$ cat src/rtl/pipe_stage_skid.sv
// Pipeline-stage register with valid/ready handshake, 2-entry skid buffer,
// synchronous flush with bubble insertion and saturating stall/bubble counters.
module pipe_stage_skid #(
  parameter int                 CTRL_W      = 14,
  parameter int                 DATA_W      = 111,
  parameter logic [CTRL_W-1:0]  CTRL_BUBBLE = '0,
  parameter int                 CNT_W       = 16
) (
  input  logic              clock,
  input  logic              rst,
  input  logic              flush,
  input  logic              cnt_clr,
  input  logic              in_valid,
  output logic              in_ready,
  input  logic [CTRL_W-1:0] in_ctrl,
  input  logic [DATA_W-1:0] in_data,
  output logic              out_valid,
  input  logic              out_ready,
  output logic [CTRL_W-1:0] out_ctrl,
  output logic [DATA_W-1:0] out_data,
  output logic [1:0]        occupancy,
  output logic [CNT_W-1:0]  stall_cnt,
  output logic [CNT_W-1:0]  bubble_cnt
);

  localparam logic [1:0] EMPTY = 2'd0;
  localparam logic [1:0] ONE   = 2'd1;
  localparam logic [1:0] TWO   = 2'd2;
  localparam logic [CNT_W-1:0] CNT_MAX = {CNT_W{1'b1}};

  logic [1:0]        occ_q, occ_d;
  logic              in_ready_q, in_ready_d;
  logic [CTRL_W-1:0] main_ctrl_q, main_ctrl_d, skid_ctrl_q, skid_ctrl_d;
  logic [DATA_W-1:0] main_data_q, main_data_d, skid_data_q, skid_data_d;
  logic [CNT_W-1:0]  stall_cnt_q, stall_cnt_d, bubble_cnt_q, bubble_cnt_d;
  logic              accept, send, valid;

  assign valid  = (occ_q != EMPTY);
  assign accept = in_valid & in_ready_q;
  assign send   = valid & out_ready;

  always_comb begin
    occ_d       = occ_q;
    main_ctrl_d = main_ctrl_q;
    main_data_d = main_data_q;
    skid_ctrl_d = skid_ctrl_q;
    skid_data_d = skid_data_q;
    if (flush) begin
      // Data regs are left alone; only control is scrubbed to a bubble.
      occ_d       = EMPTY;
      main_ctrl_d = CTRL_BUBBLE;
      skid_ctrl_d = CTRL_BUBBLE;
    end else begin
      case (occ_q)
        EMPTY: if (accept) begin
          main_ctrl_d = in_ctrl;
          main_data_d = in_data;
          occ_d       = ONE;
        end
        ONE: begin
          if (accept && send) begin
            main_ctrl_d = in_ctrl;
            main_data_d = in_data;
          end else if (accept) begin
            skid_ctrl_d = in_ctrl;
            skid_data_d = in_data;
            occ_d       = TWO;
          end else if (send) begin
            main_ctrl_d = CTRL_BUBBLE;
            occ_d       = EMPTY;
          end
        end
        TWO: if (send) begin
          main_ctrl_d = skid_ctrl_q;
          main_data_d = skid_data_q;
          occ_d       = ONE;
        end
        default: begin
          main_ctrl_d = CTRL_BUBBLE;
          occ_d       = EMPTY;
        end
      endcase
    end
    in_ready_d = (occ_d != TWO);
  end

  always_comb begin
    stall_cnt_d  = stall_cnt_q;
    bubble_cnt_d = bubble_cnt_q;
    if (cnt_clr) begin
      stall_cnt_d  = '0;
      bubble_cnt_d = '0;
    end else begin
      if (valid && !out_ready && stall_cnt_q != CNT_MAX) stall_cnt_d = stall_cnt_q + CNT_W'(1);
      if (!valid && bubble_cnt_q != CNT_MAX)             bubble_cnt_d = bubble_cnt_q + CNT_W'(1);
    end
  end

  always_ff @(posedge clock or posedge rst) begin
    if (rst) begin
      occ_q        <= EMPTY;
      in_ready_q   <= 1'b1;
      main_ctrl_q  <= CTRL_BUBBLE;
      main_data_q  <= '0;
      skid_ctrl_q  <= CTRL_BUBBLE;
      skid_data_q  <= '0;
      stall_cnt_q  <= '0;
      bubble_cnt_q <= '0;
    end else begin
      occ_q        <= occ_d;
      in_ready_q   <= in_ready_d;
      main_ctrl_q  <= main_ctrl_d;
      main_data_q  <= main_data_d;
      skid_ctrl_q  <= skid_ctrl_d;
      skid_data_q  <= skid_data_d;
      stall_cnt_q  <= stall_cnt_d;
      bubble_cnt_q <= bubble_cnt_d;
    end
  end

  assign in_ready   = in_ready_q;
  assign out_valid  = valid;
  assign out_ctrl   = main_ctrl_q;
  assign out_data   = main_data_q;
  assign occupancy  = occ_q;
  assign stall_cnt  = stall_cnt_q;
  assign bubble_cnt = bubble_cnt_q;

endmodule

$ cat config.mk
export PLATFORM = sky130hd
export DESIGN_NAME = pipe_stage_skid
export DESIGN_NICKNAME = d
export VERILOG_FILES = /design/src/rtl/pipe_stage_skid.sv
export SDC_FILE = /design/constraint.sdc
export NUM_CORES = 1
export LEC_CHECK = 0
export ABC_AREA = 1
export BUFFER_PORTS_ARGS = -buffer_cell sky130_fd_sc_hd__buf_2
export CORE_UTILIZATION = 40
export CTS_CLUSTER_SIZE = 8
export DETAILED_ROUTE_END_ITERATION = 12
export SKIP_CTS_REPAIR_TIMING = 1
export SYNTH_ARGS = -nofsm -noshare
export SYNTH_HDL_FRONTEND = slang
export SYNTH_SLANG_ARGS = --single-unit
$ cat constraint.sdc
create_clock -name clock -period 12.1 [get_ports clock]
set_clock_uncertainty 0.15 [all_clocks]
set_input_delay 0.605 -clock clock [delete_from_list [all_inputs] [get_ports clock]]
set_output_delay 0.605 -clock clock [all_outputs]
set_load 0.02 [all_outputs]
Yosys cells after proc, flatten, opt, wreduce, memory -nomap -nowiden
Index checks and enable logic that the tools add are counted.

Bits in registers: 285. Bits of input ports: 131. Output and inout bits: 161. Logic and storage cells: 69.

Add/sub/neg operators: 2. Eq/ne operators: 13. Muxes and demuxes: 25. Bitwise operators: 4. Reductions and logical operators: 17.

Operator list (number): 111-bit 2-to-1 mux (3); 111-bit case mux with 3 select lines (1); 14-bit 2-to-1 mux (9); 16-bit 2-to-1 mux (4); 14-bit case mux with 3 select lines (1); 16-bit by 1-bit adder with 16-bit output, second input constant (2); 16-bit inequality test, second input constant (2); 2-bit 2-to-1 mux (6); 2-bit inequality test, second input constant (5); 2-bit nonzero test (5); 4-bit inequality test, second input constant (2); 4-bit AND reduction (2); 3-bit inequality test, second input constant (2); 2-bit case mux with 3 select lines (1); 5-bit AND reduction (1); 1-bit logical AND (4); 3-bit AND reduction (1); 3-bit nonzero test (1); 1-bit bitwise AND (2); 2-bit by 1-bit equality test with 1-bit output, second input constant (1); 2-bit equality test, second input constant (1); 1-bit logical NOT (2); 2-bit logical NOT (1); 1-bit inverter (2).

Logic depth before layout (Yosys ltp)
Gate-level depths: netlist of the first run.

Word-level depth: 8. Depth in mapped cells: 10. Mapped depth without buffers: 9.

Worst setup path before layout of the first run
OpenSTA, ideal clock, no wires.

Path kind: reg2reg. From: register stall_cnt_q[0] (netlist: stall_cnt[0]). To: register stall_cnt_q[10] (netlist: stall_cnt[10]). Setup time: 65 ps. Data arrival time: 1589 ps. Data required time: 11885 ps. Slack: 10296 ps. Cell stages (with the launch flop): 11. Buffers on the path: 1. Clock period less this slack: 1804 ps. Cells stage by stage: dfrtp_1 -> ha_1 -> nand3_1 -> inv_2 -> nand2_2 -> nor2_4 -> nor2_2 -> nor2_4 -> buf_6 -> nand2_1 -> nand2_1.

Longest elaborated chain between the ends: 3. Elaborated cells on any way between the ends: 6. Classes of those cells: add/sub: 1; eq/ne: 1; mux: 2; reduce/logical: 2.

Ends and longest elaborated chain: start, declared (RTL line 35) `logic [CNT_W-1:0] stall_cnt_q, stall_cnt_d, bubble_cnt_q, bubble_cnt_d;`; start signal, assigned (RTL line 116) `stall_cnt_q <= stall_cnt_d;`; 16-bit by 1-bit adder with 16-bit output / 16-bit inequality test (equally long branches) (RTL line 94) `if (valid && !out_ready && stall_cnt_q != CNT_MAX) stall_cnt_d = stall_cnt_q + CNT_W'(1);`; 16-bit 2-to-1 mux / 1-bit logical AND (equally long branches) (RTL line 94); 16-bit 2-to-1 mux / 2-bit nonzero test (equally long branches).

Parallel ways exist; a longest one is shown, timed or not. The select of a mux whose other input is x is not followed. A chain may end at the register's enable or synchronous reset.

Worst setup path in the final report of the first run
From: register occ_q[1] (netlist: occupancy[1]). To: register main_data_q[1] (netlist: out_data[1]).

Longest elaborated chain between the ends: 5. Elaborated cells on any way between the ends: 12. Classes of those cells: eq/ne: 5; mux: 1; bitwise: 1; reduce/logical: 5.

Ends and longest elaborated chain: start, declared (RTL line 31) `logic [1:0] occ_q, occ_d;`; start signal, assigned (RTL line 101) `occ_q <= EMPTY;`; start signal, assigned (RTL line 110) `occ_q <= occ_d;`; 2-bit nonzero test (RTL line 38) `assign valid = (occ_q != EMPTY);`; 1-bit bitwise AND (RTL line 40) `assign send = valid & out_ready;`; 1-bit logical AND (RTL line 61) `if (accept && send) begin`; 2-bit inequality test (no line); 5-bit AND reduction (no line); end signal, assigned (RTL line 113) `main_data_q <= main_data_d;`; end, declared (RTL line 34) `logic [DATA_W-1:0] main_data_q, main_data_d, skid_data_q, skid_data_d;`.

Parallel ways exist; a longest one is shown, timed or not.

==> metrics.cfg, run 1 <==
[routing]
ant_nets = 0
dr.pass1.iters = 5
wl_per_cell_um = 14.3
num_vias = 10807
drtIter0Drc = 730
wl_mm = 31.7
viasPerCell = 4.89
drc = 0

[synthesis]
yosys.cell_count.top_type = nand2_1
synth_flop_cell = dfrtp_1
syn_avg_cell_area_um2 = 8.22
async_flop_share_pct = 100
ys_seq_area_share_pct = 56.0
synth_common_cells = nand2_1 (510), dfrtp_1 (284), o21ai_1 (188), o21ai_0 (181), inv_1 (143)
synth_fp_nets = 1682
netlist_area_mm2 = 0.0127
synth_top_cell_area_share_pct = 55.8
synth_cell_types = 29
ys_ff_latch = 285
yosysWarnings = 0
synth_edf_count = 0
yosys.area.top_type = dfrtp_1
yosys-top-cells-area = dfrtp_1 (56%), nand2_1 (15%), o21ai_1 (7.4%), o21ai_0 (7.1%), inv_1 (4.2%)
synthCells = 1549

[finish]
nNetsFinal = 1936
post-route-util_pct = 50.0
syn_to_final_growth_pct = 21.5
drive_gt1_share_pct = 20.6
final-instance-count-excl-fill = 2210

[clock_tree]
clkTransAtPathRegs_ps = 50
clkSinkCount = 285
h-tree-depth = 2
cts_root_buffer = clkbuf_16
cts_buffers = 41
cts_tree = built
cts_buffer_depth = 3
clkLatencyLatePin_ps = 510

[setup_path]
worst_path_max_delay_cell = buf_4
cpPeakStageDelay_ps = 750
critPathLaunchType = flop
r2r_start = occupancy[1]$_DFF_PP0_
startpoint = occupancy[1]$_DFF_PP0_
critPathCaptureType = flop
cp_cell_sequence = nand2_4 -> buf_4 -> nand2_1 -> o21ai_1 -> nand2_8 -> buf_4 -> nand2_1 -> o21ai_1
arrival_ps = 3750
crit_required_ps = 12280
crit_fanout = 122
critPathKind = flop to flop

[power_and_ir_drop]
powerDensity_mw_per_mm2 = 178
p_clk_share_pct = 36.8
p_int_w = 0.00194
p_sw_share_pct = 29.4
seqPwrFrac_pct = 45.0
p_comb_share_pct = 18.2
peakVddDrop_mv = 0.118
p_leak_nw = 8.34
p_total_w = 0.00275
p_sw_w = 0.000809

[global_routing]
grt_pass1_wl_mm = 52.5
grt_pass1_vias = 10120
overflow = 0
antenna_found_initial = 4
track_usage_pct = 19.5
grt_start_max_net_pins = 129

[timing]
finalCriticalPeriod_ps = 3570
tightest_slew_ps = 1140
fin_crit_sh_pct = 29.5
hold_viol = 0
rsz0062_at_grt = false
setup_slack_ps = 8530
slew_viol_final = 0
finalSetupViolations = 0
fmax_mhz = 280
fin_setup_tns_ps = 0
maxSlewHeadroom_pct = 24.0

[floorplan]
io_pins = 292
start_util_pct = 41.2
core-area_mm2 = 0.0309
dieArea_mm2 = 0.0325
fp.dieW_um = 180
chipHeight_um = 180
rows = 64

[hold_path]
hp-class = input port to asynchronous set/reset pin

[place]
gp_congestion = 0.835
post-place-ws_ps = 8510
hpwlAfterDp_mm = 20.5
portBuffers = 291
place_inst = 2156

[outcome]
status = completed

[flow_run]
cap_violations = 0

through the flow:
stage	hold WS (ps)	cell area [µm²]
2_1_floorplan	298	12700
3_3_place_gp	310	14300
3_5_place_dp	310	14300
4_1_cts	176	15500
5_1_grt	199	15500
6_report	136	15500
cell usage in the layout (no fill, tap or decap), types with 2 or more instances in the layout:
cell / n
ha_1: 2
clkbuf_16: 43
a21boi_0: 2
nor2_2: 6
o21ai_0: 181
xnor2_1: 2
xor2_1: 10
inv_1: 142
nand3_1: 36
nand4_1: 27
diode_2: 3
nand2_1: 509
inv_2: 9
o21ai_1: 188
clkbuf_1: 6
buf_4: 7
dfrtp_1: 284
nor2_1: 42
nor2_4: 4
o21bai_1: 3
nor3_1: 2
nand2_2: 3
buf_2: 291
cells by family after synthesis:
family,count (synthesis),share of synthesized area [%]
compound gates,376,14.9
xor+xnor,12,0.826
fa+ha+maj,2,0.197
buf+inv,240,7.85
flops,285,56.0
simple gates,634,20.1
area by class of cell:
cell class                 count  area [µm²]
tap                          396         495
clock inverter                 2        13.8
sequential                   285        7130
inverter                     153         582
multi-input combinational   1024        4630
timing repair buffer         298        1510
fill                        3008       15400
antenna                        3        7.51
clock buffer                  49        1100
critical path: cells and delay by family, from the launching register on:
kind	cells	cell delay (ps)
buf+inv	2	1390
simple gates	4	870
flops	1	470
compound gates	2	350
power groups by stage:
stage               combinational [W]  sequential (W)  clock [W]
floorplan                    0.000228         0.00134          0
global placement             0.000497         0.00124          0
detailed placement           0.000509         0.00125          0
CTS                          0.000510         0.00124    0.00104
global route                 0.000564         0.00126    0.00108
finish                       0.000501         0.00124    0.00101
worst paths after layout:
kind | to | slack (ps) | cells after the start
max in group asynchronous | skid_data_q[52]$_DFFE_PP0P_ | 10080 | 3
worst min-delay path | stall_cnt[13]$_DFFE_PP0P_ | 140 | 2
min in group clock | skid_ctrl_q[7]$_DFFE_PP0P_ | 200 | 3
worst max-delay path | out_data[1]$_DFFE_PP0P_ | 8530 | 8
worst max register to register | out_data[1]$_DFFE_PP0P_ | 8530 | 8
worst min register to register | out_ctrl[11]$_DFFE_PP0P_ | 320 | 2
sequential cells by signal, indices dropped and copies added (netlist names):
register     cells
bubble_cnt      16
in_ready         1
occupancy        2
out_ctrl        14
out_data       111
skid_ctrl_q     14
skid_data_q    111
stall_cnt       16
routing by layer:
layer / routed length (µm) / vias up / GRT usage (%) / share of wire (%)
met5: 11 / - / 0 / 0.035
met4: 488 / 2 / 4.44 / 1.5
met3: 2040 / 44 / 4.20 / 6.4
met2: 14100 / 309 / 30.7 / 44
met1: 15100 / 4979 / 27.6 / 48
li1: - / 5473 / - / -
Power figures use the tool's default switching activity.
==> run 2, diff against run 1 <==
- ABC_AREA: 1 -> 0
- clock period: 12.1 -> 3.35 ns (I/O delays scaled with it)
==> run 2 against run 1 <==
Worst setup slack lost 7600 ps. Combinational power grew to 4.1 times the previous value. Critical path depth decreased by 2. Synthesized cell count shrank 24%. Clock power rose to 3.7 times the previous value. Routed wire length grew 5.0%. Non-clock buffer count increased by 147. Largest power group unchanged. Die area rose by 0.57%.
==> metrics.cfg, run 2 <==
[routing]
drc = 0  ; unchanged
drtIter0Drc = 624  ; was 730
ant_nets = 0  ; unchanged
wl_mm = 33.3  ; was 31.7 mm
dr.pass1.iters = 4  ; was 5
wl_per_cell_um = 16.6  ; was 14.3 µm
num_vias = 10185  ; was 10,807
viasPerCell = 5.07  ; was 4.89

[timing]
maxSlewHeadroom_pct = 44.5  ; was 24.0%
rsz0062_at_grt = false  ; unchanged
fmax_mhz = 412  ; was 280 MHz
fin_crit_sh_pct = 72.5  ; was 29.5%
fin_setup_tns_ps = 0  ; unchanged
finalCriticalPeriod_ps = 2430  ; was 3570 ps
finalSetupViolations = 0  ; unchanged
tightest_slew_ps = 826  ; was 1140 ps
hold_viol = 0  ; unchanged
slew_viol_final = 0  ; unchanged

[clock_tree]
clkLatencyLatePin_ps = 520  ; was 510 ps
clkTransAtPathRegs_ps = 50  ; about the same
cts_tree = built  ; unchanged
cts_root_buffer = clkbuf_16  ; unchanged
h-tree-depth = 2  ; unchanged
cts_buffer_depth = 3  ; unchanged
cts_buffers = 41  ; unchanged
clkSinkCount = 285  ; unchanged

[floorplan]
io_pins = 292  ; unchanged
chipHeight_um = 181  ; was 180 µm
start_util_pct = 40.6  ; was 41.2%
core-area_mm2 = 0.0316  ; was 0.0309 mm²
rows = 65  ; was 64
dieArea_mm2 = 0.0327  ; was 0.0325 mm²
fp.dieW_um = 181  ; was 180 µm

[outcome]
status = completed  ; unchanged

[synthesis]
synthCells = 1178  ; was 1,549
yosys-top-cells-area = dfrtp_1 (56%), mux2_2 (20%), nand2_1 (11%), a21oi_1 (1.6%), clkbuf_1 (1.1%)  ; was dfrtp_1 (56%), nand2_1 (15%), o21ai_1 (7.4%), o21ai_0 (7.1%), inv_1 (4.2%)
synth_xor_area_share_pct = 0.0684  ; was 0.826%
muxShareOfSynthArea_pct = 20.5  ; was 0%
syn_avg_cell_area_um2 = 10.9  ; was 8.22 µm²
synth_compound_area_share_pct = 5.33  ; was 14.9%
synth_fa_ha_area_share_pct = 0.195  ; was 0.197%
netlist_area_mm2 = 0.0128  ; was 0.0127 mm²
synth_cell_types = 50  ; was 29
yosys.area_share.simple_pct = 15.7  ; was 20.1%
synth_fp_nets = 1311  ; was 1,682
async_flop_share_pct = 100  ; unchanged
ys_seq_area_share_pct = 55.7  ; was 56.0%
synth_flop_cell = dfrtp_1  ; unchanged
yosys.area.top_type = dfrtp_1  ; unchanged
synth_top_family_by_area = multiplexers  ; was simple AND/OR/NAND/NOR gates
synth_edf_count = 0  ; unchanged
ys_ff_latch = 285  ; unchanged
yosys.cell_count.top_type = nand2_1  ; unchanged
yosysWarnings = 0  ; unchanged
synth_top_cell_area_share_pct = 55.5  ; was 55.8%
synth_common_cells = nand2_1 (381), dfrtp_1 (284), mux2_2 (230), a21oi_1 (41), clkbuf_1 (37)  ; was nand2_1 (510), dfrtp_1 (284), o21ai_1 (188), o21ai_0 (181), inv_1 (143)

[power_and_ir_drop]
p_clk_share_pct = 35.9  ; was 36.8%
p_sw_share_pct = 27.8  ; was 29.4%
seqPwrFrac_pct = 44.1  ; was 45.0%
peakVddDrop_mv = 0.422  ; was 0.118 mV
p_sw_w = 0.00287  ; was 0.000809 W
powerDensity_mw_per_mm2 = 600  ; was 178 mW/mm²
p_comb_share_pct = 20.0  ; was 18.2%
p_int_w = 0.00745  ; was 0.00194 W
p_leak_nw = 8.22  ; was 8.34 nW

[setup_path]
r2r_end = skid_data_q[81]$_DFFE_PP0P_  ; was out_data[1]$_DFFE_PP0P_
critPathLaunchType = flop  ; unchanged
crit_required_ps = 3590  ; was 12,280 ps
r2r_start = occupancy[1]$_DFF_PP0_  ; unchanged
r2r_cells = 6  ; was 8
critPathKind = flop to flop  ; unchanged
critPathCaptureType = flop  ; unchanged
crit_fanout = 90  ; was 122
arrival_ps = 2670  ; was 3750 ps
cpPeakStageDelay_ps = 550  ; was 750 ps
crit_end = skid_data_q[81]$_DFFE_PP0P_  ; was out_data[1]$_DFFE_PP0P_
cp_cell_sequence = nor2_1 -> nand4_1 -> buf_4 -> nor2_4 -> buf_12 -> mux2_2  ; was nand2_4 -> buf_4 -> nand2_1 -> o21ai_1 -> nand2_8 -> buf_4 -> nand2_1 -> o21ai_1
worst_path_max_delay_cell = dfrtp_1  ; was buf_4
startpoint = occupancy[1]$_DFF_PP0_  ; unchanged
r2r_slack_ps = 920  ; was 8530 ps

[place]
hpwlAfterDp_mm = 20.3  ; was 20.5 mm
place_area_mm2 = 0.0148  ; was 0.0143 mm²
portBuffers = 291  ; unchanged
gp_congestion = 0.814  ; was 0.835

[global_routing]
grt_pass1_vias = 9787  ; was 10,120
grt_pass1_wl_mm = 52.4  ; was 52.5 mm
antenna_found_initial = 0  ; was 4
track_usage_pct = 19.9  ; was 19.5%
grt_start_max_net_pins = 127  ; was 129
overflow = 0  ; unchanged

[finish]
layout_common_cells = nand2_1 (381), buf_2 (291), dfrtp_1 (284)  ; was nand2_1 (509), buf_2 (291), dfrtp_1 (284)
syn_to_final_growth_pct = 34.4  ; was 21.5%
n_antenna_cell = 0  ; was 3
fill_cells = 2776  ; was 3,008
drive_gt1_share_pct = 37.6  ; was 20.6%
stdcell_area_mm2 = 0.0172  ; was 0.0155 mm²
nNetsFinal = 1730  ; was 1,936
layout_commonest_cell = nand2_1  ; unchanged

[flow_run]
cap_violations = 0  ; unchanged

[hold_path]
hp-class = input port to flop  ; was input port to asynchronous set/reset pin

run 2: cell types whose count changed after synthesis, moves of 15 or more:
| cell | delta |
|---|---|
| a21oi_1 | +40 |
| a22oi_1 | +15 |
| buf_2 | -32 |
| inv_1 | -134 |
| mux2_2 | +230 |
| nand2_1 | -129 |
| nand3_1 | -22 |
| nand4_1 | -16 |
| nor2_1 | -27 |
| o21ai_0 | -175 |
| o21ai_1 | -188 |
run 2: worst min-delay path by stage:
| stage | slack [ps] | startpoint | cells past startpoint | end |
|---|---|---|---|---|
| 6_report | 50 | cnt_clr | 2 | stall_cnt[10]$_DFFE_PP0P_ |
| 5_1_grt | 60 | in_valid | 4 | in_ready$_DFF_PP1_ |
| 4_1_cts | -360 | rst | 2 | out_data[0]$_DFFE_PP0P_ |
| 3_5_place_dp | 200 | rst | 2 | out_data[0]$_DFFE_PP0P_ |
| 3_3_place_gp | 210 | rst | 2 | out_data[0]$_DFFE_PP0P_ |
| 2_1_floorplan | 150 | in_ctrl[0] | 2 | skid_ctrl_q[0]$_DFFE_PP0P_ |
run 2: routing by layer:
metal  vias to the layer above  global-route usage (%)  share of wire, %
met3                        56                    5.83               6.1
met2                       286                    32.5                47
met4                         0                    6.87               2.7
met1                      4988                    25.1                44
met5                         -                       0                 0
li1                       4855                       -                 -
run 2: cell families (layout without fill, tap and decap cells):
| kind of cell | count (synthesis) | count (layout) |
|---|---|---|
| buffers and inverters | 79 | 507 |
| AOI/OAI and AO/OA | 103 | 103 |
| adders and majority gates | 2 | 2 |
| DFF | 285 | 285 |
| muxes | 233 | 233 |
| and+or+nand+nor | 475 | 475 |
| xor gates and xnor gates | 1 | 1 |
run 2: area by class of cell:
type	count	area (µm²)	area share [%]
Inverter	10	41.3	0.240
Multi-Input combinational cell	814	5380	31.2
Sequential cell	285	7130	41.4
Timing Repair Buffer	445	3030	17.6
Clock inverter	2	36.3	0.211
Clock buffer	50	1090	6.34
Tap cell	402	503	2.92
run 2: per-stage QoR:
step	instances	total power [W]	util, %	hold WS [ps]	setup WS (ps)
global route	2008	0.0109	54.5	56.1	781
floorplan	1178	0.00584	-	148	-744
global placement	1825	0.00648	46.8	205	970
detailed placement	1825	0.00656	46.8	196	933
finish	2008	0.0103	54.5	47.9	920
CTS	1877	0.0103	50.4	-358	919
run 2: worst max-delay path: cells and delay by family, from the launching register on:
family / cells / cell delay, ps
flip-flops: 1 / 550
multiplexers: 1 / 400
buffers and inverters: 2 / 610
AND/OR/NAND/NOR: 3 / 460
run 2: power groups by stage:
stage	sequential [W]	clock (W)	combinational, W
CTS	0.00455	0.00381	0.00197
detailed placement	0.00460	0	0.00196
global placement	0.00456	0	0.00192
floorplan	0.00492	0	0.000920
finish	0.00455	0.00371	0.00207
global route	0.00465	0.00396	0.00224
